File: config.mk
export PLATFORM = sky130hd
export DESIGN_NAME = corr_pair_sequencer
export DESIGN_NICKNAME = d
export VERILOG_FILES = /design/src/rtl/corr_pair_sequencer.sv
export SDC_FILE = /design/constraint.sdc
export NUM_CORES = 1
export LEC_CHECK = 0
export ABC_AREA = 1
export CAP_MARGIN = 20
export CORE_MARGIN = 2
export CORE_UTILIZATION = 43
export CTS_BUF_LIST = sky130_fd_sc_hd__clkbuf_4
export CTS_CLUSTER_DIAMETER = 40
export CTS_CLUSTER_SIZE = 24
export DETAILED_ROUTE_END_ITERATION = 7
export PLACE_DENSITY_LB_ADDON = 0.12
export RECOVER_POWER = 50
export SYNTH_ARGS = -nofsm -noshare
export SYNTH_HDL_FRONTEND = slang
export SYNTH_SLANG_ARGS = --single-unit
File: constraint.sdc
create_clock -name clk -period 2.7 [get_ports clk]
set_input_delay 0.54 -clock clk [delete_from_list [all_inputs] [get_ports clk]]
set_output_delay 0.54 -clock clk [all_outputs]
set_load 0.02 [all_outputs]
File: src/rtl/corr_pair_sequencer.sv
// corr_pair_sequencer: drives ordered (first, second) vector pairs into a DUT, from an exhaustive sweep or a Galois LFSR,
// with a trigger window on the second vector and a registered capture of the DUT response at the end of each pair.
module corr_pair_sequencer #(
  parameter int          IN_SIZE  = 8,
  parameter int          OUT_SIZE = 8,
  parameter int          SIM      = 16,
  parameter int          HOLD     = 1,
  parameter logic [31:0] SEED     = 32'h1
) (
  input  logic                              clk,
  input  logic                              rst_n,
  input  logic                              start_i,
  input  logic                              abort_i,
  input  logic                              mode_i,
  input  logic [OUT_SIZE-1:0]               dut_out_i,
  output logic [IN_SIZE-1:0]                in_vec_o,
  output logic                              trig_o,
  output logic                              busy_o,
  output logic                              pair_valid_o,
  output logic [IN_SIZE-1:0]                pair_first_o,
  output logic [IN_SIZE-1:0]                pair_second_o,
  output logic [OUT_SIZE-1:0]               out_cap_o,
  output logic [$clog2(SIM*SIM):0]          pair_idx_o,
  output logic                              done_o
);
  localparam int CW = $clog2(SIM) + 1;
  localparam int PW = $clog2(SIM*SIM) + 1;
  localparam int HW = $clog2(HOLD) + 1;
  localparam logic [31:0] POLY    = 32'h80200003;
  localparam logic [31:0] SEED_E  = (SEED == 32'h0) ? 32'h1 : SEED;
  // The first vector of a run is loaded on the start edge, so the seed is stepped once up front.
  localparam logic [31:0] SEED_NX = {1'b0, SEED_E[31:1]} ^ (SEED_E[0] ? POLY : 32'h0);

  typedef enum logic [1:0] {IDLE, FIRST, SECOND, DONE} state_t;

  state_t              state_q;
  logic [CW-1:0]       i_q, j_q, i_d, j_d;
  logic [PW-1:0]       cnt_q;
  logic [HW-1:0]       hold_q;
  logic [31:0]         lfsr_q, lfsr_d;
  logic                mode_q, hold_end, last_pair;
  logic [IN_SIZE-1:0]  first_q, in_vec_q, pair_first_q, pair_second_q;
  logic [OUT_SIZE-1:0] out_cap_q;
  logic [PW-1:0]       pair_idx_q;
  logic                trig_q, busy_q, pair_valid_q, done_q;

  always_comb begin
    lfsr_d    = {1'b0, lfsr_q[31:1]} ^ (lfsr_q[0] ? POLY : 32'h0);
    j_d       = (j_q == CW'(SIM-1)) ? '0 : j_q + 1'b1;
    i_d       = (j_q == CW'(SIM-1)) ? i_q + 1'b1 : i_q;
    hold_end  = hold_q == HW'(HOLD-1);
    last_pair = cnt_q == PW'(SIM*SIM-1);
  end

  always_ff @(posedge clk or negedge rst_n) begin
    if (!rst_n) begin
      state_q       <= IDLE;
      i_q           <= '0;
      j_q           <= '0;
      cnt_q         <= '0;
      hold_q        <= '0;
      lfsr_q        <= SEED_E;
      mode_q        <= 1'b0;
      first_q       <= '0;
      in_vec_q      <= '0;
      trig_q        <= 1'b0;
      busy_q        <= 1'b0;
      pair_valid_q  <= 1'b0;
      pair_first_q  <= '0;
      pair_second_q <= '0;
      out_cap_q     <= '0;
      pair_idx_q    <= '0;
      done_q        <= 1'b0;
    end else begin
      pair_valid_q <= 1'b0;
      done_q       <= 1'b0;
      if (abort_i && busy_q) begin
        state_q  <= IDLE;
        in_vec_q <= '0;
        trig_q   <= 1'b0;
        busy_q   <= 1'b0;
      end else begin
        case (state_q)
          IDLE: if (start_i) begin
            state_q  <= FIRST;
            mode_q   <= mode_i;
            i_q      <= '0;
            j_q      <= '0;
            cnt_q    <= '0;
            hold_q   <= '0;
            lfsr_q   <= SEED_NX;
            in_vec_q <= mode_i ? SEED_NX[IN_SIZE-1:0] : '0;
            busy_q   <= 1'b1;
          end
          FIRST: if (hold_end) begin
            state_q  <= SECOND;
            hold_q   <= '0;
            trig_q   <= 1'b1;
            first_q  <= in_vec_q;
            in_vec_q <= mode_q ? lfsr_d[IN_SIZE-1:0] : IN_SIZE'(j_q);
            if (mode_q) lfsr_q <= lfsr_d;
          end else hold_q <= hold_q + 1'b1;
          SECOND: if (hold_end) begin
            hold_q        <= '0;
            trig_q        <= 1'b0;
            pair_valid_q  <= 1'b1;
            pair_first_q  <= first_q;
            pair_second_q <= in_vec_q;
            out_cap_q     <= dut_out_i;
            pair_idx_q    <= cnt_q;
            if (last_pair) begin
              state_q  <= DONE;
              in_vec_q <= '0;
              busy_q   <= 1'b0;
            end else begin
              state_q  <= FIRST;
              cnt_q    <= cnt_q + 1'b1;
              i_q      <= i_d;
              j_q      <= j_d;
              in_vec_q <= mode_q ? lfsr_d[IN_SIZE-1:0] : IN_SIZE'(i_d);
              if (mode_q) lfsr_q <= lfsr_d;
            end
          end else hold_q <= hold_q + 1'b1;
          DONE: begin
            state_q <= IDLE;
            done_q  <= 1'b1;
          end
        endcase
      end
    end
  end

  assign in_vec_o      = in_vec_q;
  assign trig_o        = trig_q;
  assign busy_o        = busy_q;
  assign pair_valid_o  = pair_valid_q;
  assign pair_first_o  = pair_first_q;
  assign pair_second_o = pair_second_q;
  assign out_cap_o     = out_cap_q;
  assign pair_idx_o    = pair_idx_q;
  assign done_o        = done_q;
endmodule

# After elaboration in Yosys (flattened, before gate mapping)
# Index checks and enable logic that the tools add are counted.
[totals] regBits=108
[op_classes] bitwise_logic=3 n_addsub=4 mux=52 eq_ne=13 n_reduce_logical=19
[ops] operator="$mux W32" count=6
[ops] operator="$pmux W32 S3" count=1
[ops] operator="$mux W8" count=7
[ops] operator="$mux W5" count=7
[ops] operator="$xor A31 B32 Y32" count=1
[ops] operator="$mux W9" count=3
[ops] operator="$pmux W8 S3" count=1
[ops] operator="$pmux W5 S2" count=2
[ops] operator="$pmux W9 S2" count=1
[ops] operator="$reduce_and A3 Y1" count=6
[ops] operator="$mux W1" count=14
[ops] operator="$mux W2" count=6
[ops] operator="$ne A3 B3 Y1 const B" count=4
[ops] operator="$add A5 B1 Y5 const B" count=2
[ops] operator="$add A9 B1 Y9 const B" count=1
[ops] operator="$eq A9 B8 Y1 const B" count=1
[ops] operator="$reduce_bool A3 Y1" count=3
[ops] operator="$ne A2 B2 Y1 const B" count=4
[ops] operator="$pmux W2 S4" count=1
[ops] operator="$reduce_and A4 Y1" count=2
[ops] operator="$pmux W1 S2" count=3
[ops] operator="$reduce_and A6 Y1" count=1
[ops] operator="$eq A5 B4 Y1 const B" count=1
[ops] operator="$reduce_and A5 Y1" count=1
[ops] operator="other kinds (9)" count=12

# Longest topological paths before layout
# Gate-level depths: netlist of the first run.
[logic_depth] depth_word=7 ltp_mapped=13 mapped_depth_nobuf=13

# Worst setup path after synthesis of the first run
# Ideal clock, no wire load.
[synth_timing] kind="register -> register" start="register cnt_q[0]" end="register lfsr_q[12]" slack_ns=0.735 period_less_slack_ns=1.965 t_required_ns=2.574 path_stages_with_launch=10 arrival_ns=1.839 setup_time_ns=0.126 cell_sequence="dfrtp_1 -> ha_1 -> nand4_1 -> nor3_1 -> ha_1 -> nand2_1 -> nand3_2 -> a211oi_4 -> clkbuf_2 -> o21ai_0"
[synth_via] elab_chain_cells=3
[synth_rtl] element="from (decl)" line="38" source="logic [PW-1:0] cnt_q;"
[synth_rtl] element="from (signal assigned)" line="117" source="cnt_q <= cnt_q + 1'b1;"
[synth_rtl] element="$eq A9 B8 Y1" line="52" source="last_pair = cnt_q == PW'(SIM*SIM-1);"
[synth_rtl] element="$ne A2 B2 Y1 (no line)"
[synth_rtl] element="$reduce_and A6 Y1 (no line)"
[synth_rtl] element="to (signal assigned)" line="101" source="if (mode_q) lfsr_q <= lfsr_d;"
[synth_rtl] element="to (signal assigned)" line="121" source="if (mode_q) lfsr_q <= lfsr_d;"
[synth_rtl] element="to (decl)" line="40" source="logic [31:0] lfsr_q, lfsr_d;"
# No other way between the ends.
# A chain may end at the register's enable or synchronous reset.

# Worst setup path after layout of the first run
[layout_timing] start="register cnt_q[0]" end="register j_q[2]"
[layout_via] elab_chain_cells=3
[layout_rtl] element="$eq A9 B8 Y1" line="52"
[layout_rtl] element="$ne A2 B2 Y1 (no line)"
[layout_rtl] element="$reduce_and A5 Y1 (no line)"
[layout_rtl] element="to (signal assigned)" line="119" source="j_q <= j_d;"
[layout_rtl] element="to (decl)" line="37" source="logic [CW-1:0] i_q, j_q, i_d, j_d;"
# No other way between the ends.

==> PnR_summary.wiki, run 1 <==
{| class="wikitable"
! Metric !! Value
|-
| Outcome || complete, but fails checks
|-
| Violated checks || capacitance limit, slew limit
|-
| Worst R2R Setup Slack || ~500 ps
|-
| Die span in y || ~110 um
|-
| Number of hold-slack violations in the final timing report || 0
|-
| Overall Global Routing Usage || approximately 17%
|-
| Required time worst endpoint || about 3100 ps
|-
| Time the worst path needs with I/O delays and setup || 2203 ps
|-
| Worst hold path class || reg -> reg
|-
| First-pass GRT wire length || roughly 16,000 um
|-
| Number of placement rows || 38
|-
| CTS-repair resized insts || 0
|-
| Warnings from Yosys || 0
|-
| Initial antenna violation count || 0
|-
| Worst slew slack as a fraction of its limit || -45.33%
|-
| Average wire per standard cell || between 10 and 15 um
|-
| Iteration-0 DRC count of the detailed router || 160
|-
| Depth of the CTS H-tree || 3
|-
| Type of origin of the critical path || register
|-
| IO buf count || 57
|-
| Clock tree from TritonCTS || yes
|-
| TritonCTS buffer count || 9
|-
| Inserted Diodes || 0
|-
| Worst r2r src || cnt_q[0]$_DFFE_PN0P_
|-
| Total placed instance area || approximately 5500 um^2
|-
| Number of synthesized register bits || roughly 110
|-
| Final cell utilization of the core || approximately 50%
|-
| Most used flip-flop cell after synthesis || sky130_fd_sc_hd__dfrtp_1
|-
| Number of nets still failing antenna checks after routing || 0
|-
| Final Instance Area || roughly 5600 um^2
|-
| Routed wire length || ~9400 um
|-
| Per-cell via count in the routed design || 4.839
|-
| Nets@finish || 622
|-
| Kind of critical path || reg -> reg
|-
| Number of setup violations in the final report || 0
|-
| Worst hold path startpoint || out_cap_o[6]$_DFFE_PN0P_
|-
| Detail Placement HPWL || roughly 6600 um
|-
| Setup repair after global routing missed its margin || no
|-
| Synth Net Count || 565
|-
| Initial core utilization || a little over two fifths
|-
| Core box area || 10,790 um^2
|-
| CP startpoint || cnt_q[0]$_DFFE_PN0P_
|-
| Synthesis-to-finish area growth || 17.75%
|-
| Worst EP arrival || around 2600 ps
|-
| Worst clock skew on the final layout || ~16 ps
|-
| I/O Pins || 58
|-
| Routability cong. || between 0.8 and 0.9
|-
| Overall power of the completed layout || about 5.7 mW
|-
| Netlist area before placement || 4722 um^2
|-
| Buffers inserted during post-CTS setup optimization || 0
|-
| Ratio of total power to cell area || 1029 nW/um^2
|-
| Clock-pin slew on the worst setup and hold paths || about 150 ps
|-
| Sequential cell area fraction in the yosys report || between 50% and 60%
|-
| Number of buffers between clock root and the deepest sink || 2
|-
| Static Leakage || around 2.6 nW
|-
| DRC violation count after routing || 0
|-
| Element type at the critical path end || register
|-
| Max rail drop VDD || about 0.43 mV
|-
| CP max FO || 14
|-
| Hold buffers post-CTS || 0
|-
| Layout cells sized above 1 || under 10%
|-
| Number of cells produced by synthesis || approximately 540
|-
| Detailed-router iteration count before antenna repair || 4
|-
| # clock sinks || roughly 110
|-
| Number of enable flip-flop cells after synthesis || 0
|-
| Period Utilization, post-route || between 80% and 90%
|-
| Number of maximum-capacitance constraint violations || 1
|-
| Skew-Pair Late Insertion Delay || roughly 440 ps
|-
| DIE AREA || 11,840 um^2
|-
| Distinct cell type count after synthesis || 33
|-
| Overflow left after global routing || 0
|-
| Maximum number of pins on one net before global-route repair || 65
|-
| Maximum clock rate || roughly 0.45 GHz
|-
| Clock root buffer || sky130_fd_sc_hd__clkbuf_4
|-
| Horizontal die dimension || 108.8 um
|-
| Synthesized area per cell || a little under 9 um^2
|-
| Least-Margin Pin Slew || ~2200 ps
|-
| Total negative setup slack || 0 ps
|-
| Share of flip-flops with an asynchronous set or reset after synthesis || 100.0%
|-
| Final max-slew violation count || 43
|-
| Via count of the first global-routing pass || around 3,300
|-
| Via count || about 3,600
|}
## Yosys cell counts (4+ instances only)
master / count / area share, %
sky130_fd_sc_hd__nand2_1: 153 / 12
sky130_fd_sc_hd__a21oi_1: 14 / 1.5
sky130_fd_sc_hd__clkbuf_1: 9 / 0.72
sky130_fd_sc_hd__o21ai_0: 72 / 7.6
sky130_fd_sc_hd__o22ai_1: 7 / 0.93
sky130_fd_sc_hd__nor3_1: 4 / 0.42
sky130_fd_sc_hd__inv_1: 70 / 5.6
sky130_fd_sc_hd__inv_2: 4 / 0.32
sky130_fd_sc_hd__nand4_1: 4 / 0.53
sky130_fd_sc_hd__nand3_1: 42 / 4.5
sky130_fd_sc_hd__dfrtp_1: 106 / 56
sky130_fd_sc_hd__nor2_1: 17 / 1.4
sky130_fd_sc_hd__ha_1: 9 / 2.4
## worst max-delay path, stage by stage (launching register included)
cell                       delay (ps)
sky130_fd_sc_hd__dfrtp_1          450
sky130_fd_sc_hd__ha_1             250
sky130_fd_sc_hd__nand4_1          140
sky130_fd_sc_hd__nor3_1            70
sky130_fd_sc_hd__ha_1             210
sky130_fd_sc_hd__nand2_1          110
sky130_fd_sc_hd__nand3_2          140
sky130_fd_sc_hd__a21oi_1          250
sky130_fd_sc_hd__buf_4            260
sky130_fd_sc_hd__a21oi_1           80
sky130_fd_sc_hd__a211oi_1         160
## registers in the layout, summed over array words and instances, names as in the netlist
register	count
pair_valid_o	1
lfsr_q	32
pair_second_o	8
in_vec_o	8
mode_q	1
busy_o	1
first_q	8
i_q	5
out_cap_o	8
done_o	1
pair_first_o	8
pair_idx_o	9
trig_o	1
cnt_q	9
j_q	5
state_q	2
## cells in the final DEF (no fill, tap or decap), drive strengths merged, types with 2 or more instances in the layout
| cell type | instances |
|---|---|
| nor2 | 18 |
| dfrtp | 106 |
| o22ai | 7 |
| nand3 | 43 |
| a211oi | 3 |
| nand4 | 4 |
| o21ai | 72 |
| nand2 | 155 |
| dlygate4sd3 | 9 |
| a21oi | 15 |
| inv | 76 |
| clkinv | 2 |
| clkbuf | 12 |
| xor2 | 3 |
| a31oi | 2 |
| buf | 9 |
| ha | 9 |
| nor3 | 4 |
| clkdlybuf4s50 | 47 |
## per-stage QoR
stage / instances / setup WS (ps) / hold WS [ps]
final: 744 / 496.9 / 486.1
after global routing: 744 / 248.1 / 506.3
after CTS: 744 / 471.7 / 43.28
after detailed placement: 729 / 354.2 / 459.6
after global placement: 729 / 422.9 / 455.6
after floorplan: 543 / 735.1 / 244.4
## worst paths after layout
path,end,cells after the start
worst max register to register,j_q[2]$_DFFE_PN0P_,10
max in group asynchronous,pair_first_o[3]$_DFFE_PN0P_,1
worst min-delay path,out_cap_o[6]$_DFFE_PN0P_,2
worst max-delay path,j_q[2]$_DFFE_PN0P_,10
min in group asynchronous,pair_idx_o[4]$_DFFE_PN0P_,1
worst min register to register,out_cap_o[6]$_DFFE_PN0P_,2
## kinds of logic (layout without fill, tap and decap cells)
group	after synthesis	after routing	share of synthesized area, %
and+or+nand+nor	226	226	19.93
DFF	107	107	56.73
AOI/OAI and AO/OA	104	104	12.08
buffers and inverters	94	155	8.320
adders and majority gates	9	9	2.385
xor gates and xnor gates	3	3	0.5565
## layout make-up
type	count	area, um^2
Clock buffer	11	82.58
Clock inverter	4	26.28
Fill cell	1038	5233
Inverter	74	277.8
Multi-Input combinational cell	342	1650
Sequential cell	107	2679
Tap cell	140	175.2
Timing Repair Buffer	66	669.4
## layer usage
| layer | GRT usage (%) | vias to the layer above | wire length (um) |
|---|---|---|---|
| met1 | 23.25 | 1672 | 4639 |
| met5 | 0 | - | 0 |
| li1 | - | 1855 | - |
| met4 | 6.319 | 0 | 133 |
| met3 | 2.690 | 11 | 346 |
| met2 | 26.83 | 62 | 4251 |
## where the power goes
part | leakage (nW) | switching [mW] | internal [mW]
registers | 1.43 | 0.303 | 2.06
clock network | 0.0651 | 0.504 | 0.209
logic | 1.12 | 1.68 | 0.963
Note: power is estimated with default switching activity, not from simulation.
==> inputs of run 2 (changes only) <==
clock period = 2.1 ns   (was 2.7 ns; I/O delays follow)
==> run 2 against run 1 <==
  * The run now ends clean
  * Power grew 44%
  * Clock skew grew 3.6 ps
  * Combinational power grew 55%
  * Hold slack lost 16 ps
==> PnR_summary.wiki, run 2 (same netlist as run 1, synthesis figures left out) <==
{| class="wikitable"
! Metric !! Value
|-
| Worst hold path startpoint || dut_out_i[3]
|-
| Worst r2r src || cnt_q[0]$_DFFE_PN0P_
|-
| Worst R2R Setup Slack || 90 ps
|-
| Per-cell via count in the routed design || 4.901
|-
| Overall Global Routing Usage || a little under a fifth
|-
| Worst clock skew on the final layout || a little under 20 ps
|-
| Iteration-0 DRC count of the detailed router || roughly 160
|-
| Worst slew slack as a fraction of its limit || around 52%
|-
| Worst hold slack after final layout || 470.3 ps
|-
| Element type at the critical path end || register
|-
| Depth of the CTS H-tree || 3
|-
| Setup repair after global routing missed its margin || yes
|-
| Peak per-stage delay on the critical path || 420 ps
|-
| Worst hold path class || in -> reg
|-
| Register ranked first by flip-flop count || lfsr_q
|-
| Total negative setup slack || 0 ps
|-
| Clock root buffer || sky130_fd_sc_hd__clkbuf_4
|-
| I/O Pins || 58
|-
| Most frequent cells in the layout || 152 x sky130_fd_sc_hd__nand2_1, 106 x sky130_fd_sc_hd__dfrtp_1, 70 x sky130_fd_sc_hd__inv_1
|-
| Most repeated library cell on the critical path || sky130_fd_sc_hd__ha_2
|-
| Overall power of the completed layout || between 8 and 9 mW
|-
| Number of nets still failing antenna checks after routing || 0
|-
| Horizontal die dimension || ~110 um
|-
| Final max-slew violation count || 0
|-
| # clock sinks || roughly 110
|-
| Logic depth of the worst register-to-register path || 11
|-
| Detailed-router iteration count before antenna repair || 5
|-
| Via count || 3,754
|-
| TritonCTS buffer count || 9
|-
| Detail Placement HPWL || ~6900 um
|-
| Clock tree from TritonCTS || yes
|-
| Type of origin of the critical path || register
|-
| Critical Path, Cell by Cell || ha_2, nand4_1, nor3_1, ha_2, nand2_2, nand3_4, a211oi_4, buf_6, clkbuf_16, nor2_1, a31oi_1
|-
| Fillers || roughly 1,000
|-
| Max rail drop VDD || just under 0.6 mV
|-
| Hold Crit Depth || 3
|-
| Skew-Pair Late Insertion Delay || between 400 and 500 ps
|-
| Post-Place Worst Slack || 12.23 ps
|-
| CP max FO || 8
|-
| # placed instances || ~740
|-
| DRC violation count after routing || 0
|-
| Routed wire length || 10,370 um
|-
| Number of placement rows || 38
|-
| Period Utilization, post-route || 95.72%
|-
| Routability cong. || about 0.80
|-
| IO buf count || 57
|-
| Core box area || about 11,000 um^2
|-
| Worst EP arrival || ~2400 ps
|-
| First-pass GRT wire length || 16,640 um
|-
| Number of buffers between clock root and the deepest sink || 2
|-
| Critical path's slowest cell || sky130_fd_sc_hd__dfrtp_1
|-
| DIE AREA || between 10,000 and 15,000 um^2
|-
| Required time worst endpoint || around 2500 ps
|-
| Average wire per standard cell || roughly 14 um
|-
| Synthesis-to-finish area growth || 23.40%
|-
| Maximum number of pins on one net before global-route repair || 65
|-
| Overflow left after global routing || 0
|-
| Worst hold path endpoint || out_cap_o[3]$_DFFE_PN0P_
|-
| Initial antenna violation count || 0
|-
| Number of flip-flops in the largest register || 32
|-
| Final non-filler cell total || roughly 770
|-
| Inserted Diodes || 0
|-
| Die span in y || about 110 um
|-
| Initial core utilization || between 40% and 50%
|-
| Least-Margin Pin Slew || 716.2 ps
|-
| Outcome || completed
|-
| Final worst slack || approximately 90 ps
|-
| Commonest non-fill, non-tap cell in the layout || sky130_fd_sc_hd__nand2_1
|-
| Time the worst path needs with I/O delays and setup || between 2000 and 2500 ps
|-
| Layout cells sized above 1 || roughly 9.9%
|-
| Number of hold-slack violations in the final timing report || 0
|-
| Maximum clock rate || 0.4975 GHz
|-
| Via count of the first global-routing pass || roughly 3,500
|-
| Nets@finish || 643
|-
| Static Leakage || around 2.7 nW
|-
| Number of setup violations in the final report || 0
|-
| R2r endpoint || lfsr_q[21]$_DFFE_PN0P_
|-
| Clock-pin slew on the worst setup and hold paths || around 170 ps
|-
| Kind of critical path || reg -> reg
|-
| Ratio of total power to cell area || between 1000 and 1500 nW/um^2
|-
| Number of maximum-capacitance constraint violations || 0
|}
[run 2: cell types whose count changed in the layout (fill, tap and decap cells not counted), sizes merged]
cell	previous run	this run
buf	9	24
bufinv	0	1
dlygate4sd3	9	1
clkinv	2	4
clkdlybuf4s50	47	56
clkbuf	12	15
[run 2: worst max path at each step]
stage,to,slack (ps),cells after the start,from
finish,lfsr_q[21]$_DFFE_PN0P_,90,11,cnt_q[0]$_DFFE_PN0P_
global placement,cnt_q[6]$_DFFE_PN0P_,90,12,cnt_q[0]$_DFFE_PN0P_
detailed placement,cnt_q[2]$_DFFE_PN0P_,10,11,cnt_q[0]$_DFFE_PN0P_
global route,lfsr_q[31]$_DFFE_PN0P_,-30,11,cnt_q[0]$_DFFE_PN0P_
floorplan,lfsr_q[12]$_DFFE_PN0P_,140,9,cnt_q[0]$_DFFE_PN0P_
CTS,lfsr_q[31]$_DFFE_PN0P_,20,10,cnt_q[0]$_DFFE_PN0P_
[run 2: worst max-delay path: cells and delay by family, from the launching register on]
kind | cells | cell delay [ps]
AO/OA/AOI/OAI | 2 | 400
adder cells (fa/ha/maj) | 2 | 390
buffers and inverters | 2 | 340
flip-flops | 1 | 420
AND/OR/NAND/NOR | 5 | 400
[run 2: power breakdown]
part | leakage [nW] | switching, mW | internal (mW)
Clock | 0.0835 | 0.701 | 0.377
Combinational | 1.23 | 2.40 | 1.72
Sequential | 1.43 | 0.374 | 2.65
[run 2: cell type report]
class                           instances  area [um^2]  area share, %
Clock inverter                          7        76.32          1.310
Multi-Input combinational cell        342         1669          28.65
Clock buffer                            9        67.56          1.160
Sequential cell                       107         2679          45.97
Tap cell                              140        175.2          3.006
Inverter                               74        277.8          4.767
Timing Repair Buffer                   87        882.1          15.14
[run 2: stage by stage]
step           utilization, %  instance area (um^2)
2_1_floorplan               -                  4722
3_3_place_gp            51.57                  5565
3_5_place_dp            51.57                  5565
4_1_cts                 53.03                  5723
5_1_grt                 53.99                  5827
6_report                53.99                  5827
[run 2: timing repair]
action / in CTS / in global routing
pin swaps: 0 / 3
gates resized for setup: 1 / 8
setup buffers: 0 / 2
setup endpoints to repair: 1 / 44
cloned: 0 / 5
hold buffers: 1 / 0
hold endpoints to repair: 27 / 0
[run 2: per-layer routing]
| metal | GRT usage (%) | part of all wire, % | vias to the layer above |
|---|---|---|---|
| met1 | 25.10 | 49 | 1765 |
| li1 | - | - | 1900 |
| met5 | 0 | 0 | - |
| met4 | 6.685 | 1.3 | 0 |
| met2 | 28.13 | 46 | 79 |
| met3 | 3.945 | 4.0 | 10 |
